--- config.mk ---
export PLATFORM = sky130hd
export DESIGN_NAME = div_repsub_flat
export DESIGN_NICKNAME = d
export VERILOG_FILES = /design/src/rtl/div_pkg.sv /design/src/rtl/div_repsub_if.sv /design/src/rtl/div_datapath.sv /design/src/rtl/div_repsub.sv /design/src/flat_wrapper.sv
export SDC_FILE = /design/constraint.sdc
export NUM_CORES = 1
export LEC_CHECK = 0
export ABC_AREA = 1
export ABC_CLOCK_PERIOD_IN_PS = 1700
export CAP_MARGIN = 20
export CORE_MARGIN = 5
export CORE_UTILIZATION = 48
export CTS_CLUSTER_SIZE = 8
export DETAILED_ROUTE_END_ITERATION = 16
export GPL_TIMING_DRIVEN = 1
export MAX_ROUTING_LAYER = met4
export PLACE_DENSITY = 0.76
export SYNTH_ARGS = -nofsm -noshare
export SYNTH_HDL_FRONTEND = slang
export SYNTH_SLANG_ARGS = --single-unit
--- constraint.sdc ---
create_clock -name clk -period 1.7 [get_ports clk]
set_input_delay 0.51 -clock clk [delete_from_list [all_inputs] [get_ports clk]]
set_output_delay 0.51 -clock clk [all_outputs]
set_load 0.05 [all_outputs]
--- src/rtl/div_pkg.sv ---
// div_pkg: shared state encoding and default width for the repeated-subtraction divider
package div_pkg;
    localparam int DEF_WIDTH = 16;
    typedef enum logic [2:0] {S_IDLE, S_LD_A, S_LD_B, S_CMP, S_SUB, S_DONE} state_t;
endpackage

--- src/rtl/div_repsub_if.sv ---
// div_repsub_if: operand bus and result signals of the divider
interface div_repsub_if import div_pkg::*; #(parameter int WIDTH = DEF_WIDTH);
    logic             start;
    logic [WIDTH-1:0] data_in;
    logic [WIDTH-1:0] quotient;
    logic [WIDTH-1:0] remainder;
    logic             done;
    logic             div_by_zero;
    modport master (output start, data_in, input quotient, remainder, done, div_by_zero);
    modport slave (input start, data_in, output quotient, remainder, done, div_by_zero);
endinterface

--- src/rtl/div_datapath.sv ---
// div_datapath: R/B/Q registers with subtractor, comparator and status flags
module div_datapath import div_pkg::*; #(parameter int WIDTH = DEF_WIDTH) (
    input  logic             clk,
    input  logic             rst_n,
    input  logic [WIDTH-1:0] data_in,
    input  logic             ld_a,
    input  logic             ld_b,
    input  logic             clr_q,
    input  logic             sub,
    input  logic             inc_q,
    output logic [WIDTH-1:0] r,
    output logic [WIDTH-1:0] q,
    output logic             eqz,
    output logic             lt
);
    logic [WIDTH-1:0] b;

    assign eqz = b == '0;
    assign lt  = r < b;

    // load operands, then shrink R by B while counting subtractions in Q
    always_ff @(posedge clk) begin
        if (!rst_n) begin
            r <= '0;
            b <= '0;
            q <= '0;
        end else begin
            r <= ld_a ? data_in : sub ? r - b : r;
            b <= ld_b ? data_in : b;
            q <= clr_q ? '0 : inc_q ? q + WIDTH'(1) : q;
        end
    end
endmodule

--- src/rtl/div_repsub.sv ---
// div_repsub: unsigned divider by repeated subtraction with a shared operand bus
module div_repsub import div_pkg::*; #(parameter int WIDTH = DEF_WIDTH) (
    input logic        clk,
    input logic        rst_n,
    div_repsub_if.slave bus
);
    state_t           state;
    logic             done;
    logic             div_by_zero;
    logic             eqz;
    logic             lt;
    logic [WIDTH-1:0] r;
    logic [WIDTH-1:0] q;

    div_datapath #(.WIDTH(WIDTH)) u_dp (
        .clk    (clk),
        .rst_n  (rst_n),
        .data_in(bus.data_in),
        .ld_a   (state == S_LD_A),
        .ld_b   (state == S_LD_B),
        .clr_q  (state == S_LD_B),
        .sub    (state == S_SUB),
        .inc_q  (state == S_SUB),
        .r      (r),
        .q      (q),
        .eqz    (eqz),
        .lt     (lt)
    );

    assign bus.quotient    = q;
    assign bus.remainder   = r;
    assign bus.done        = done;
    assign bus.div_by_zero = div_by_zero;

    // controller: sequence operand loads, compare/subtract loop, and hold results until start drops
    always_ff @(posedge clk) begin
        if (!rst_n) begin
            state       <= S_IDLE;
            done        <= 1'b0;
            div_by_zero <= 1'b0;
        end else begin
            case (state)
                S_IDLE: state <= bus.start ? S_LD_A : S_IDLE;
                S_LD_A: state <= S_LD_B;
                S_LD_B: begin
                    div_by_zero <= 1'b0;
                    state       <= S_CMP;
                end
                S_CMP: begin
                    div_by_zero <= eqz;
                    done        <= eqz || lt;
                    state       <= (eqz || lt) ? S_DONE : S_SUB;
                end
                S_SUB: state <= S_CMP;
                S_DONE: begin
                    done  <= bus.start;
                    state <= bus.start ? S_DONE : S_IDLE;
                end
                default: state <= S_IDLE;
            endcase
        end
    end
endmodule

--- src/flat_wrapper.sv ---
// flat-port wrapper written by rule: the top's interface ports become plain ports
module div_repsub_flat import div_pkg::*;
#(parameter int WIDTH = DEF_WIDTH)
  (clk, rst_n, bus_start, bus_data_in, bus_quotient, bus_remainder, bus_done, bus_div_by_zero);
  div_repsub_if #(.WIDTH(WIDTH)) bus_i ();
  input logic clk;
  input logic rst_n;
  input wire logic [$bits(bus_i.start)-1:0] bus_start;
  input wire logic [$bits(bus_i.data_in)-1:0] bus_data_in;
  output wire logic [$bits(bus_i.quotient)-1:0] bus_quotient;
  output wire logic [$bits(bus_i.remainder)-1:0] bus_remainder;
  output wire logic [$bits(bus_i.done)-1:0] bus_done;
  output wire logic [$bits(bus_i.div_by_zero)-1:0] bus_div_by_zero;
  assign bus_i.start = bus_start;
  assign bus_i.data_in = bus_data_in;
  assign bus_quotient = bus_i.quotient;
  assign bus_remainder = bus_i.remainder;
  assign bus_done = bus_i.done;
  assign bus_div_by_zero = bus_i.div_by_zero;
  div_repsub #(.WIDTH(WIDTH)) u_core (.clk(clk), .rst_n(rst_n), .bus(bus_i));
endmodule
==> results.txt <==
Maxcap violations: 0
Die X: 90.73 um
Vias in the first global route: 3099
Core area: 6350 um2
CP Class: reg2reg
Post-synthesis sequential area ratio: 0.3392
GRT met1 Usage: 0.2746
VDD IR-drop max: 0.6356 mV
Cell leakage power: 1.960 nW
Fin worst setup slack: -0.01675 ns
Synth area leaders: dfxtp_1, nand2_1, a21oi_1, inv_1, ha_1
Final slew viol count: 0
Total Neg Setup Slack: -0.04627 ns
Highest Clock Rate: 0.5825 GHz
Post-synthesis cell type count: 34
TritonCTS clock tree: yes
Post-synth EDFFs: 0
Die H: 90.73 um
Core Rows: 29
CP Max Fanout: 3
Cts hold-fix bufs: 0
Clock sink count: 53
Max Root-Sink Buffers: 2
Initial antenna violation count: 0
Reg area: 1087 um2
Die area: 8231 um2
Post-Route WL: 8916 um
Reg2reg path depth: 12
Crit path launch type: flop
Vias: 3206
Pre-antenna DRT Iters: 4
Total CTS buffers: 5
Synth Net Count: 497
Tot Pwr: 5.419 mW
H-tree levels: 2
Reg clk slew, reported paths: 0.10 ns
M3 GR Usage: 0.03500
Layout cells sized above 1: 0.2791
Post-Syn Instances: 460
Asr flop ratio synth: 0
Vias per cell: 5.188
HP Start: u_core.u_dp.b[15]
Ports: 53
Antenna viol nets, final: 0
Fin crit period: 1.717 ns
Worst r2r src: u_core.u_dp.r[0]
Met2 Resource Use GR: 0.3614
Root buffer cell: clkbuf_8
Hpwl dp: 6634 um
Nets: 577
PD cells: 1163 nW/um2
Worst setup EP type: flop
Failing checks: negative setup slack
Crit path DAT: 1.97 ns
Period utilization: 1.010
Post-synth top area share: 0.3392
Initial DRC count: 170
Relative slew margins: 0.7576
Outcome: finished with violations
Crit path from: u_core.u_dp.r[0]
Area taken by multi-input logic gates: 1988 um2
Slew @ Worst Pin: 0.3631 ns
Global-route wire length before repair: 14570 um
Mapped cell area: 3128 um2
GRT Max-Usage Layer: met2
GRT Total Usage: 0.2185
Starting Density: 0.4926
Most used DFF post-synth: dfxtp_1
Antenna cells: 0
GRT overflow: 0
Filler instances: 483
Hold Fails Final Rpt: 0
Post-synth top cells: nand2_1, inv_1, a21oi_1
Worst skew pair latency: 0.31 ns
Area leader, netlist: dfxtp_1
IO Port Bufs: 52
Hold Crit Class: reg2reg
Routed wire length per instance: 14.43 um
DRC errors left: 0
Area Overhead vs Synth: 49.00%
Most frequent cell after synthesis: nand2_1
#FFs+latches synth: 53
RePlAce Congestion: 0.9500
Clk_skew: 0.008180 ns
Worst Hold Depth: 2
Ys Warns: 0
RSZ-0062 raised after global routing: true
CP required: 1.95 ns
Largest net degree at the start of global routing: 21
# setup viols final: 4
Avg Synthesized Cell Area: 6.800 um2
layer usage:
layer / vias to the layer above / part of all wire
met4: 0 / 0.020
li1: 1655 / -
met5: - / 0
met3: 18 / 0.042
met2: 60 / 0.48
met1: 1473 / 0.46
final cells by class:
cell class / instances / share of cell area
Tap cell: 77 / 0.02067
Clock inverter: 3 / 0.003758
Multi-Input combinational cell: 319 / 0.4266
Timing Repair Buffer: 83 / 0.2381
Clock buffer: 5 / 0.01477
Sequential cell: 53 / 0.2333
Inverter: 78 / 0.06282
sequential cells by signal, summed over array words and instances, names as in the netlist:
signal,flops
u_core.u_dp.r,16
u_core.u_dp.b,16
u_core.state,3
u_core.u_dp.q,16
u_core.bus.div_by_zero,1
u_core.bus.done,1
power breakdown:
part / leakage [nW] / switching [mW] / internal (mW) / total, mW
Clock: 0.0439 / 0.434 / 0.286 / 0.719
Combinational: 1.48 / 1.85 / 1.34 / 3.19
Sequential: 0.439 / 0.122 / 1.39 / 1.51
Total: 1.96 / 2.41 / 3.01 / 5.42
cells by family after synthesis:
kind of cell             share of synthesized area
buffers and inverters                       0.1100
adder cells (fa/ha/maj)                    0.07440
XOR/XNOR                                   0.01680
AO/OA/AOI/OAI                               0.1856
flip-flops                                  0.3392
AND/OR/NAND/NOR                             0.2740
critical path, cell delays in order, from the launching register on:
cell	delay, ns
dfxtp_4	0.36
inv_2	0.04
ha_4	0.15
fa_2	0.33
inv_2	0.08
nand2_4	0.06
nand2_4	0.07
nand2_4	0.06
o21bai_4	0.15
nand2_2	0.07
nand3_1	0.10
nand3_1	0.08
a21oi_1	0.12
cell usage in the layout, fill, tap and decap left out, types with 2 or more instances in the layout:
| cell type | netlist | final |
|---|---|---|
| o21bai_1 | 3 | 2 |
| nand3_1 | 30 | 25 |
| nor2_1 | 18 | 16 |
| xor2_1 | 5 | 5 |
| nand2_1 | 109 | 96 |
| nand3_2 | 0 | 5 |
| buf_12 | 0 | 35 |
| a21oi_2 | 0 | 5 |
| a21oi_1 | 56 | 51 |
| nor3_1 | 7 | 6 |
| clkinv_2 | 0 | 2 |
| a31oi_1 | 6 | 6 |
| nand2_4 | 1 | 5 |
| clkdlybuf4s50_1 | 0 | 18 |
| nand3b_1 | 3 | 3 |
| clkbuf_8 | 0 | 5 |
| ha_1 | 17 | 6 |
| inv_2 | 4 | 7 |
| dfxtp_4 | 0 | 2 |
| or2_2 | 6 | 6 |
| nor2_2 | 2 | 4 |
| dfxtp_2 | 0 | 15 |
| inv_1 | 73 | 70 |
| buf_4 | 0 | 29 |
| o21ai_0 | 27 | 25 |
| nand4_1 | 7 | 7 |
| o21ai_1 | 2 | 3 |
| a22o_1 | 10 | 10 |
| dfxtp_1 | 53 | 36 |
| ha_4 | 0 | 10 |
| nor3_4 | 1 | 2 |
| nand2_2 | 0 | 9 |
| nor2_4 | 2 | 2 |
final timing paths:
check / end / slack, ns
worst min register to register: u_core.u_dp.b[15] / 0.49
worst max register to register: u_core.u_dp.r[14] / -0.02
worst max-delay path: u_core.u_dp.r[14] / -0.02
worst min-delay path: u_core.u_dp.b[15] / 0.49
per-stage QoR:
stage	utilization	hold WS [ns]	instance area, um2	setup WS [ns]	cells
after floorplan	-	0.4476	3171	-0.1677	460
after global placement	0.6794	0.4584	4314	-0.09165	609
after detailed placement	0.6794	0.4695	4314	-0.1345	609
after CTS	0.7042	0.4863	4472	-0.01565	618
after global routing	0.7340	0.5118	4661	-0.1353	618
final	0.7340	0.4856	4661	-0.01675	618
what timing repair did:
| item | CTS | global route |
|---|---|---|
| setup endpoints to repair | 10 | 14 |
| resized for setup | 17 | 34 |
| pin swaps | 8 | 9 |
| setup buffers | 1 | 0 |
Note: power is estimated with default switching activity, not from simulation.
